### src/rtl/filter_seq_pkg.sv
// Shared types and defaults for the pulse-shaping filter sequencer.
package filter_seq_pkg;

  typedef enum logic [1:0] {
    ST_IDLE  = 2'd0,
    ST_RUN   = 2'd1,
    ST_FLUSH = 2'd2
  } state_t;

  typedef logic [1:0] sym_t;

  localparam int SPS_DEF       = 8;
  localparam int LATENCY_DEF   = 70;
  localparam int CW_DEF        = 7;
  localparam int SYMS_PER_BYTE = 4;

  // Symbol 0 is taken from the top two bits of the byte.
  localparam bit SYM_MSB_FIRST = 1'b1;

  function automatic sym_t sym_of(input logic [7:0] b, input logic [1:0] k);
    logic [1:0] j;
    logic [7:0] s;
    j = SYM_MSB_FIRST ? k : ~k;
    s = b << {j, 1'b0};
    return s[7:6];
  endfunction

endpackage

### src/rtl/filter_seq_if.sv
// Byte-stream input, filter drive and DAC-side flag bundle for filter_seq.
interface filter_seq_if;
  logic [7:0] in_data;
  logic       in_valid;
  logic       in_last;
  logic       in_ready;
  logic       out_ready;
  logic       gate;
  logic       bit1;
  logic       bit2;
  logic       out_valid;
  logic       out_last;
  logic       busy;

  modport master (
    output in_data, in_valid, in_last, out_ready,
    input  in_ready, gate, bit1, bit2, out_valid, out_last, busy
  );

  modport slave (
    input  in_data, in_valid, in_last, out_ready,
    output in_ready, gate, bit1, bit2, out_valid, out_last, busy
  );
endinterface

### src/rtl/filter_seq_ser.sv
// Byte serialiser: holds one byte and steps its four symbols, SPS gated
// cycles each, onto bit1/bit2.
module filter_seq_ser
  import filter_seq_pkg::*;
#(
  parameter int SPS = SPS_DEF
) (
  input  logic       clk,
  input  logic       rst,
  input  logic       gate,
  input  logic       accept_ok,
  input  logic       drain,
  input  logic [7:0] in_data,
  input  logic       in_valid,
  output logic       in_ready,
  output logic       load,
  output logic       full,
  output logic       final_cyc,
  output logic       bit1,
  output logic       bit2
);

  localparam int          SW       = (SPS > 1) ? $clog2(SPS) : 1;
  localparam logic [SW-1:0] SPS_LAST = SW'(SPS - 1);

  logic [7:0]    byte_q;
  logic [1:0]    sym_idx;
  logic [SW-1:0] sps_cnt;

  assign final_cyc = gate && full && (sym_idx == 2'd3) && (sps_cnt == SPS_LAST);
  // Reload on the last gated cycle of the current byte keeps the filter fed
  // without a bubble.
  assign in_ready  = accept_ok && (!full || final_cyc);
  assign load      = in_ready && in_valid;

  always_ff @(posedge clk or negedge rst) begin
    if (!rst) begin
      byte_q       <= '0;
      full         <= 1'b0;
      sym_idx      <= '0;
      sps_cnt      <= '0;
      {bit1, bit2} <= 2'b00;
    end else if (load) begin
      byte_q       <= in_data;
      full         <= 1'b1;
      sym_idx      <= '0;
      sps_cnt      <= '0;
      {bit1, bit2} <= sym_of(in_data, 2'd0);
    end else if (gate && full) begin
      if (sps_cnt == SPS_LAST) begin
        sps_cnt <= '0;
        sym_idx <= sym_idx + 2'd1;
        if (sym_idx == 2'd3) begin
          full <= 1'b0;
          // Frame tail feeds zeros; an underrun just holds the last symbol.
          if (drain) {bit1, bit2} <= 2'b00;
        end else begin
          {bit1, bit2} <= sym_of(byte_q, sym_idx + 2'd1);
        end
      end else begin
        sps_cnt <= sps_cnt + SW'(1);
      end
    end
  end

endmodule

### src/rtl/filter_seq.sv
// Filter sequencer: gates the filter clock, hides pipeline fill latency and
// flushes the tail so the sink sees exactly one sample per data cycle.
module filter_seq
  import filter_seq_pkg::*;
#(
  parameter int SPS     = SPS_DEF,
  parameter int LATENCY = LATENCY_DEF,
  parameter int CW      = CW_DEF
) (
  input  logic         clk,
  input  logic         rst,
  filter_seq_if.slave  bus
);

  localparam logic [CW-1:0] FILL_MAX   = CW'(LATENCY);
  localparam logic [CW-1:0] FLUSH_LAST = CW'(LATENCY - 1);

  state_t        state, state_nx;
  logic          armed;
  logic          last_flag;
  logic          accept_ok;
  logic          load;
  logic          full;
  logic          final_cyc;
  logic          gate;
  logic          out_last;
  logic [CW-1:0] fill_cnt;
  logic [CW-1:0] flush_cnt;

  filter_seq_ser #(.SPS(SPS)) u_ser (
    .clk       (clk),
    .rst       (rst),
    .gate      (gate),
    .accept_ok (accept_ok),
    .drain     (last_flag),
    .in_data   (bus.in_data),
    .in_valid  (bus.in_valid),
    .in_ready  (bus.in_ready),
    .load      (load),
    .full      (full),
    .final_cyc (final_cyc),
    .bit1      (bus.bit1),
    .bit2      (bus.bit2)
  );

  // armed keeps in_ready low while reset is held.
  assign accept_ok = armed && !last_flag && (state != ST_FLUSH);
  assign gate      = bus.out_ready &&
                     (((state == ST_RUN) && full) || (state == ST_FLUSH));

  assign bus.gate      = gate;
  assign bus.out_valid = gate && (fill_cnt == FILL_MAX);
  assign bus.out_last  = out_last;
  assign bus.busy      = (state != ST_IDLE);

  always_ff @(posedge clk or negedge rst) begin
    if (!rst) state <= ST_IDLE;
    else      state <= state_nx;
  end

  always_comb begin
    state_nx = state;
    out_last = 1'b0;
    unique case (state)
      ST_IDLE:  if (load) state_nx = ST_RUN;
      ST_RUN:   if (final_cyc && last_flag) state_nx = ST_FLUSH;
      ST_FLUSH: begin
        if (gate && (flush_cnt == FLUSH_LAST)) begin
          out_last = 1'b1;
          state_nx = ST_IDLE;
        end
      end
      default:  state_nx = ST_IDLE;
    endcase
  end

  always_ff @(posedge clk or negedge rst) begin
    if (!rst) begin
      armed     <= 1'b0;
      last_flag <= 1'b0;
      fill_cnt  <= '0;
      flush_cnt <= '0;
    end else begin
      armed <= 1'b1;

      if (load)          last_flag <= bus.in_last;
      else if (out_last) last_flag <= 1'b0;

      // fill_cnt reaching LATENCY marks the first filter output carrying data.
      if (out_last)                          fill_cnt <= '0;
      else if (gate && fill_cnt != FILL_MAX) fill_cnt <= fill_cnt + CW'(1);

      if (state != ST_FLUSH) flush_cnt <= '0;
      else if (gate)         flush_cnt <= flush_cnt + CW'(1);
    end
  end

endmodule

### src/flat_wrapper.sv
// flat-port wrapper written by rule: the top's interface ports become plain ports
module filter_seq_flat import filter_seq_pkg::*;
#(
  parameter int SPS     = SPS_DEF,
  parameter int LATENCY = LATENCY_DEF,
  parameter int CW      = CW_DEF
)
  (clk, rst, bus_in_data, bus_in_valid, bus_in_last, bus_out_ready, bus_in_ready, bus_gate, bus_bit1, bus_bit2, bus_out_valid, bus_out_last, bus_busy);
  filter_seq_if bus_i ();
  input  logic clk;
  input  logic rst;
  input wire logic [$bits(bus_i.in_data)-1:0] bus_in_data;
  input wire logic [$bits(bus_i.in_valid)-1:0] bus_in_valid;
  input wire logic [$bits(bus_i.in_last)-1:0] bus_in_last;
  input wire logic [$bits(bus_i.out_ready)-1:0] bus_out_ready;
  output wire logic [$bits(bus_i.in_ready)-1:0] bus_in_ready;
  output wire logic [$bits(bus_i.gate)-1:0] bus_gate;
  output wire logic [$bits(bus_i.bit1)-1:0] bus_bit1;
  output wire logic [$bits(bus_i.bit2)-1:0] bus_bit2;
  output wire logic [$bits(bus_i.out_valid)-1:0] bus_out_valid;
  output wire logic [$bits(bus_i.out_last)-1:0] bus_out_last;
  output wire logic [$bits(bus_i.busy)-1:0] bus_busy;
  assign bus_i.in_data = bus_in_data;
  assign bus_i.in_valid = bus_in_valid;
  assign bus_i.in_last = bus_in_last;
  assign bus_i.out_ready = bus_out_ready;
  assign bus_in_ready = bus_i.in_ready;
  assign bus_gate = bus_i.gate;
  assign bus_bit1 = bus_i.bit1;
  assign bus_bit2 = bus_i.bit2;
  assign bus_out_valid = bus_i.out_valid;
  assign bus_out_last = bus_i.out_last;
  assign bus_busy = bus_i.busy;
  filter_seq #(.SPS(SPS), .LATENCY(LATENCY), .CW(CW)) u_core (.clk(clk), .rst(rst), .bus(bus_i));
endmodule
### config.mk
export PLATFORM = sky130hd
export DESIGN_NAME = filter_seq_flat
export DESIGN_NICKNAME = d
export VERILOG_FILES = /design/src/rtl/filter_seq_pkg.sv /design/src/rtl/filter_seq_if.sv /design/src/rtl/filter_seq_ser.sv /design/src/rtl/filter_seq.sv /design/src/flat_wrapper.sv
export SDC_FILE = /design/constraint.sdc
export NUM_CORES = 1
export LEC_CHECK = 0
export CORE_ASPECT_RATIO = 1.75
export CORE_UTILIZATION = 55
export CTS_BUF_LIST = sky130_fd_sc_hd__clkbuf_8 sky130_fd_sc_hd__clkbuf_16
export DETAILED_ROUTE_END_ITERATION = 10
export GPL_TIMING_DRIVEN = 0
export PLACE_DENSITY = 0.78
export REMOVE_ABC_BUFFERS = 1
export SYNTH_ARGS = -nofsm -noshare
export SYNTH_HDL_FRONTEND = slang
export SYNTH_HIERARCHICAL = 1
export SYNTH_SLANG_ARGS = --single-unit
### constraint.sdc
create_clock -name clk -period 2.55 [get_ports clk]
set_clock_uncertainty 0.2 [all_clocks]
set_input_delay 0.3825 -clock clk [delete_from_list [all_inputs] [get_ports clk]]
set_output_delay 0.3825 -clock clk [all_outputs]
set_load 0.005 [all_outputs]
# Word level (Yosys, flattened, before mapping)
# Cells that the tools add are included.
[classes]
addsub = 4
mul = 0
div_mod_pow = 0
n_lt_le_gt_ge = 0
n_eq_ne = 12
shifts = 1
muxes = 31
n_bitwise = 0
reduce_logical = 29
[ops]
columns = ["operator", "count"]
rows = [
  ["two-way mux 7 bit", 4],
  ["two-way mux 1 bit", 17],
  ["adder 7 x 1 -> 7 bit (second input constant)", 2],
  ["equality test 7 bit (second input constant)", 2],
  ["nonzero test 2 bit", 7],
  ["logical AND 1 bit", 13],
  ["two-way mux 2 bit", 6],
  ["two-way mux 3 bit", 3],
  ["AND reduction 3 bit", 3],
  ["left shift 8 x 3 -> 8 bit", 1],
  ["inequality test 7 bit (second input constant)", 1],
  ["inequality test 2 bit (second input constant)", 3],
  ["case mux 2 bit (3 select lines)", 1],
  ["equality test 2 bit (second input constant)", 2],
  ["adder 3 x 1 -> 3 bit (second input constant)", 1],
  ["equality test 3 bit (second input constant)", 1],
  ["inequality test 3 x 1 -> 1 bit (second input constant)", 1],
  ["adder 2 x 1 -> 2 bit (second input constant)", 1],
  ["equality test 2 x 1 -> 1 bit (second input constant)", 1],
  ["logical NOT 1 bit", 2],
  ["logical NOT 2 bit", 1],
  ["logical OR 1 bit", 2],
  ["inequality test 2 x 1 -> 1 bit (second input constant)", 1],
  ["AND reduction 2 bit", 1],
]
[totals]
register_bits = 34
latchBits = 0
ram_bits = 0
rom_bits = 0
mem_count = 0

# Logic depth before layout (Yosys ltp)
# Gate-level depths: netlist (run 1).
[logic_depth]
ltp_word = 12
mapped_depth = 11
ltp_nobuf = 8

# Hierarchy
# The synthesis (run 1) kept the hierarchy.
[modules_own_cells]
columns = ["module", "instances", "cells_per_inst", "area_per_inst_um2"]
rows = [
  ["filter_seq", 1, 98, 979.7],
  ["filter_seq_ser", 1, 65, 783.3],
]

# Least setup slack after synthesis (run 1)
# OpenSTA, ideal clock, no wires.
[synth_timing]
path_type = "input-to-reg"
start = "input port bus_out_ready"
end = "register u_core.u_ser.byte_q[1]"
setup_ns = 0.127
t_arrival_ns = 1.896
required_time_ns = 2.223
setup_slack_ns = 0.326
cell_stages = 10
n_path_buf = 3
cell_sequence = "buf_4 nand4b_4 and2_1 buf_6 inv_2 nand3_2 a21o_1 inv_2 buf_6 mux2_1"
[synth_via]
elab_chain_len = 7
[synth_rtl]
columns = ["element", "line", "source"]
rows = [
  ["from (decl)", "flat_wrapper.sv:15", "input wire logic [$bits(bus_i.out_ready)-1:0] bus_out_ready;"],
  ["logical AND 1 bit", "filter_seq.sv:48", "assign gate = bus.out_ready &&"],
  ["via bus_gate", "flat_wrapper.sv:17", "output wire logic [$bits(bus_i.gate)-1:0] bus_gate;"],
  ["logical AND 1 bit (3 in series)", "filter_seq_ser.sv:30", "assign final_cyc = gate && full && (sym_idx == 2'd3) && (sps_cnt == SPS_LAST);"],
  ["logical OR 1 bit", "filter_seq_ser.sv:33", "assign in_ready = accept_ok && (!full || final_cyc);"],
  ["logical AND 1 bit", "filter_seq_ser.sv:33", ""],
  ["logical AND 1 bit", "filter_seq_ser.sv:34", "assign load = in_ready && in_valid;"],
  ["via u_core.load", "filter_seq.sv:22", "logic load;"],
  ["to (signal assigned)", "filter_seq_ser.sv:44", "byte_q <= in_data;"],
  ["to (decl)", "filter_seq_ser.sv:26", "logic [7:0] byte_q;"],
]
# The timed path passes the listed nets, and every way through them passes these cells.
# A chain may end at the register's enable or synchronous reset.

# Worst setup path in the final report (run 1)
[layout_timing]
start = "register u_core.flush_cnt[1]"
end = "output port bus_out_last"
[layout_via]
elab_chain_len = 4
[layout_rtl]
columns = ["element", "line", "source"]
rows = [
  ["from (decl)", "filter_seq.sv:28", "logic [CW-1:0] flush_cnt;"],
  ["from (signal assigned)", "filter_seq.sv:94", "else if (gate) flush_cnt <= flush_cnt + CW'(1);"],
  ["equality test 7 bit", "filter_seq.sv:68", "if (gate && (flush_cnt == FLUSH_LAST)) begin"],
  ["logical AND 1 bit", "filter_seq.sv:68", ""],
  ["two-way mux 1 bit", "filter_seq.sv:68", ""],
  ["two-way mux 1 bit", "filter_seq.sv:64", "unique case (state)"],
  ["to (decl)", "flat_wrapper.sv:21", "output wire logic [$bits(bus_i.out_last)-1:0] bus_out_last;"],
]
# Every way passes these cells.

==> results of run 1 <==
[power groups by stage]
stage	clock [mW]	sequential, mW	combinational (mW)
floorplan	0	0.781	0.260
global placement	0	0.806	0.340
detailed placement	0	0.817	0.360
CTS	0.366	0.820	0.385
global route	0.396	0.850	0.444
finish	0.359	0.832	0.393
[layer usage]
| layer | vias to the layer above | GRT usage [%] |
|---|---|---|
| met4 | 0 | 10.0 |
| met1 | 642 | 25.9 |
| met3 | 10 | 5.88 |
| met5 | - | 0 |
| met2 | 35 | 38.4 |
| li1 | 625 | - |
[sequential cells by signal, summed over array words and instances (netlist names)]
register,count
u_core/u_ser/bit1,1
u_core/flush_cnt,7
u_core/u_ser/full,1
u_core/u_ser/byte_q,8
u_core/u_ser/sps_cnt,3
u_core/u_ser/sym_idx,2
u_core/armed,1
u_core/state,2
u_core/u_ser/bit2,1
u_core/last_flag,1
u_core/fill_cnt,7
[synthesized netlist by cell type (all sizes together), types with 4 or more instances]
library cell	number	area [sq um]
mux2	8	90.1
o21ai	6	30.0
ha	7	87.6
nand3	8	45.0
dfrtp	34	851
xor2	4	35.0
nor2	16	60.1
inv	9	33.8
a211oi	4	30.0
a21oi	9	45.0
nand4	4	25.0
nand2	11	41.3
buf	4	35.0
xnor2	4	35.0
[placed cells by master, fill, tap and decap left out, types with 3 or more instances in the layout]
cell and count:
dfrtp_2 4, mux2_1 8, buf_4 3, a21oi_1 9
o21ai_0 5, xnor2_1 4, nand4_1 4, clkdlybuf4s50_1 16
clkbuf_8 5, xor2_1 4, nor2_1 15, ha_1 7
a211oi_1 4, dfrtp_1 30, inv_1 9, nand3_1 6
nand2_1 11
[worst max-delay path by stage]
stage | startpoint | to | slack, ps | depth (start not counted)
final | u_core/flush_cnt[1] | bus_out_last | 90 | 6
after global routing | u_core/flush_cnt[1] | bus_out_last | -3 | 6
after detailed placement | bus_out_ready | bus_in_ready | -560 | 8
after CTS | u_core/fill_cnt[3] | bus_out_valid | 10 | 4
after global placement | bus_out_ready | bus_in_ready | -550 | 8
after floorplan | u_core/state[0] | u_core/u_ser/byte_q[0] | 420 | 7
[critical path: stages, from the launching register on]
cell and delay, ps:
dfrtp_1 400, inv_1 70, ha_1 150, nor4bb_4 230
nand2_1 130, nor2_4 120, clkdlybuf4s50_1 500
[cell families (layout without fill, tap and decap cells)]
kind of cell	count (synthesis)	in the layout	share of synthesized area, %
AOI/OAI and AO/OA	29	29	10.4
xor gates and xnor gates	8	8	3.97
adders and majority gates	7	7	4.97
buffers and inverters	14	39	4.12
DFF	34	34	48.3
muxes	12	12	9.01
other	1	1	0.213
and+or+nand+nor	58	58	19.0
[layout make-up]
cell class / count / area share, %
well taps: 42 / 2.48
inverters: 9 / 1.59
multi-input cells: 115 / 41.7
clock inverters: 2 / 0.354
repair buffers: 23 / 10.3
flip-flops and latches: 34 / 40.4
clock buffers: 5 / 3.24
[timing repair]
action                     4_1_cts  5_1_grt
hold endpoints to repair        34        0
setup endpoints to repair       13        2
setup buffers                    2        1
pin swaps                        5        1
resized for setup               14        3
hold buffers                     1        0
==> metrics.txt, run 1 <==
setup TNS 0 ps; via count of the routed design 1312; Antenna diodes 0; most frequently used flop master after synthesis dfrtp_1; Congestion Overflow GR 0; Hold Path Stages 1; nets 208; Cell Count, Final, Fillers Out 230; syn_area_per_cell 10.8 sq um; PD cells about 750 nW/um^2; Cell Int Power 1.06 mW; Final period util 96.3%; Fin Hold WS 281 ps; Detailed Route Iter0 Violations 16; die area roughly 3400 sq um; final hold violations 0; total CTS buffers 5; reg-to-reg setup timing slack roughly 320 ps; fin util between 70% and 80%; destination of the worst hold path u_core/u_ser/byte_q[5]; Fill cells about 230; first-pass GRT wire length approximately 5800 um; Leak Pwr about 1.0 nW; clock network power share 22.7%; DRC viols 0; fmax ~0.41 GHz; sequential fraction of the synthesis area between 40% and 50%; H-tree Lvls 2; Die Wd roughly 45 um; hold_sp u_core/u_ser/byte_q[5]; DP Wirelength 2380 um; FP Rows 26; post-layout minimum cycle time roughly 2500 ps; fin worst setup slack between 90 and 100 ps; Final Cell Area between 2000 and 2500 sq um; Sink Count 34; final setup vio count 0; EDFF count, synth 0; status complete, no violations; slew margin rel. 50.0%; Antenna Nets Post-Route 0; area of the multi-input gates between 800 and 900 sq um; Worst setup EP type output port; top layer reached by signal wires met4; Seq. cell area approximately 860 sq um; type of origin of the critical path flop; synth unique cells 45; Yosys warning total 6; gp weighted congestion between 0.7 and 0.8; Ports 20; WL/cell about 14 um; WP data required roughly 2000 ps; initial antenna violation count 0; Hold/Removal Path Class flop to flop; Clock transition at path regs 60 ps; Core Area about 3000 sq um; synthesized cell area about 1800 sq um; asr flop ratio synth between 90% and 100%; Peak VDD IR between 0.6 and 0.7 mV; Critical Path AT 1870 ps; Comb pwr share roughly a quarter; met2 WL between 1500 and 2000 um; NetSw ~0.52 mW; Placed Instance Area approximately 2000 sq um; reg2reg path depth 6; Root Buffer clkbuf_8; worst slew pin tran between 700 and 800 ps; Post-Place Cells 219; FF+latch count, synth 34; pre-CTS setup slack -558 ps; switching part of the total about a third; Initial DRT Pass Iterations 4; Reg2Reg Launch Point u_core/state[0]; Post-Syn Instances between 150 and 200; Worst R2R End u_core/u_ser/byte_q[2]; Vias/cell around 5.7; layout cells sized above 1 13.8%; Final Power approximately 1.6 mW; register share of total power 52.5%; clk_lat worst skew 280 ps; vias in the first global route between 1k and 1.5k; drt total wl around 3300 um; GRT Util Overall between 20% and 30%; number of max-cap violations 0; Max Buffers Root-to-Sink 2; Slew Limit Fails 0; CTS tree done; met3 routed WL ~120 um; DIE HEIGHT slightly below 80 um; largest net degree at the start of global routing 35; Area growth, synth to finish 20.3%; critical path peak fanout 3; M1 WL 1290 um; IO Port Bufs 19; Initial Util 58.9%; Setup CP Type flop to output port
Note: power is estimated with default switching activity, not from simulation.
==> run 2: changes to the inputs <==
- SLEW_MARGIN: unset -> 0
==> results of run 2 <==
The final DEF is identical to that of run 1; final timing and power are the same.
==> run 3: changes to the inputs <==
- SLEW_MARGIN: 0 -> unset
==> results of run 3 <==
The final DEF is identical to that of run 1; final timing and power are the same.
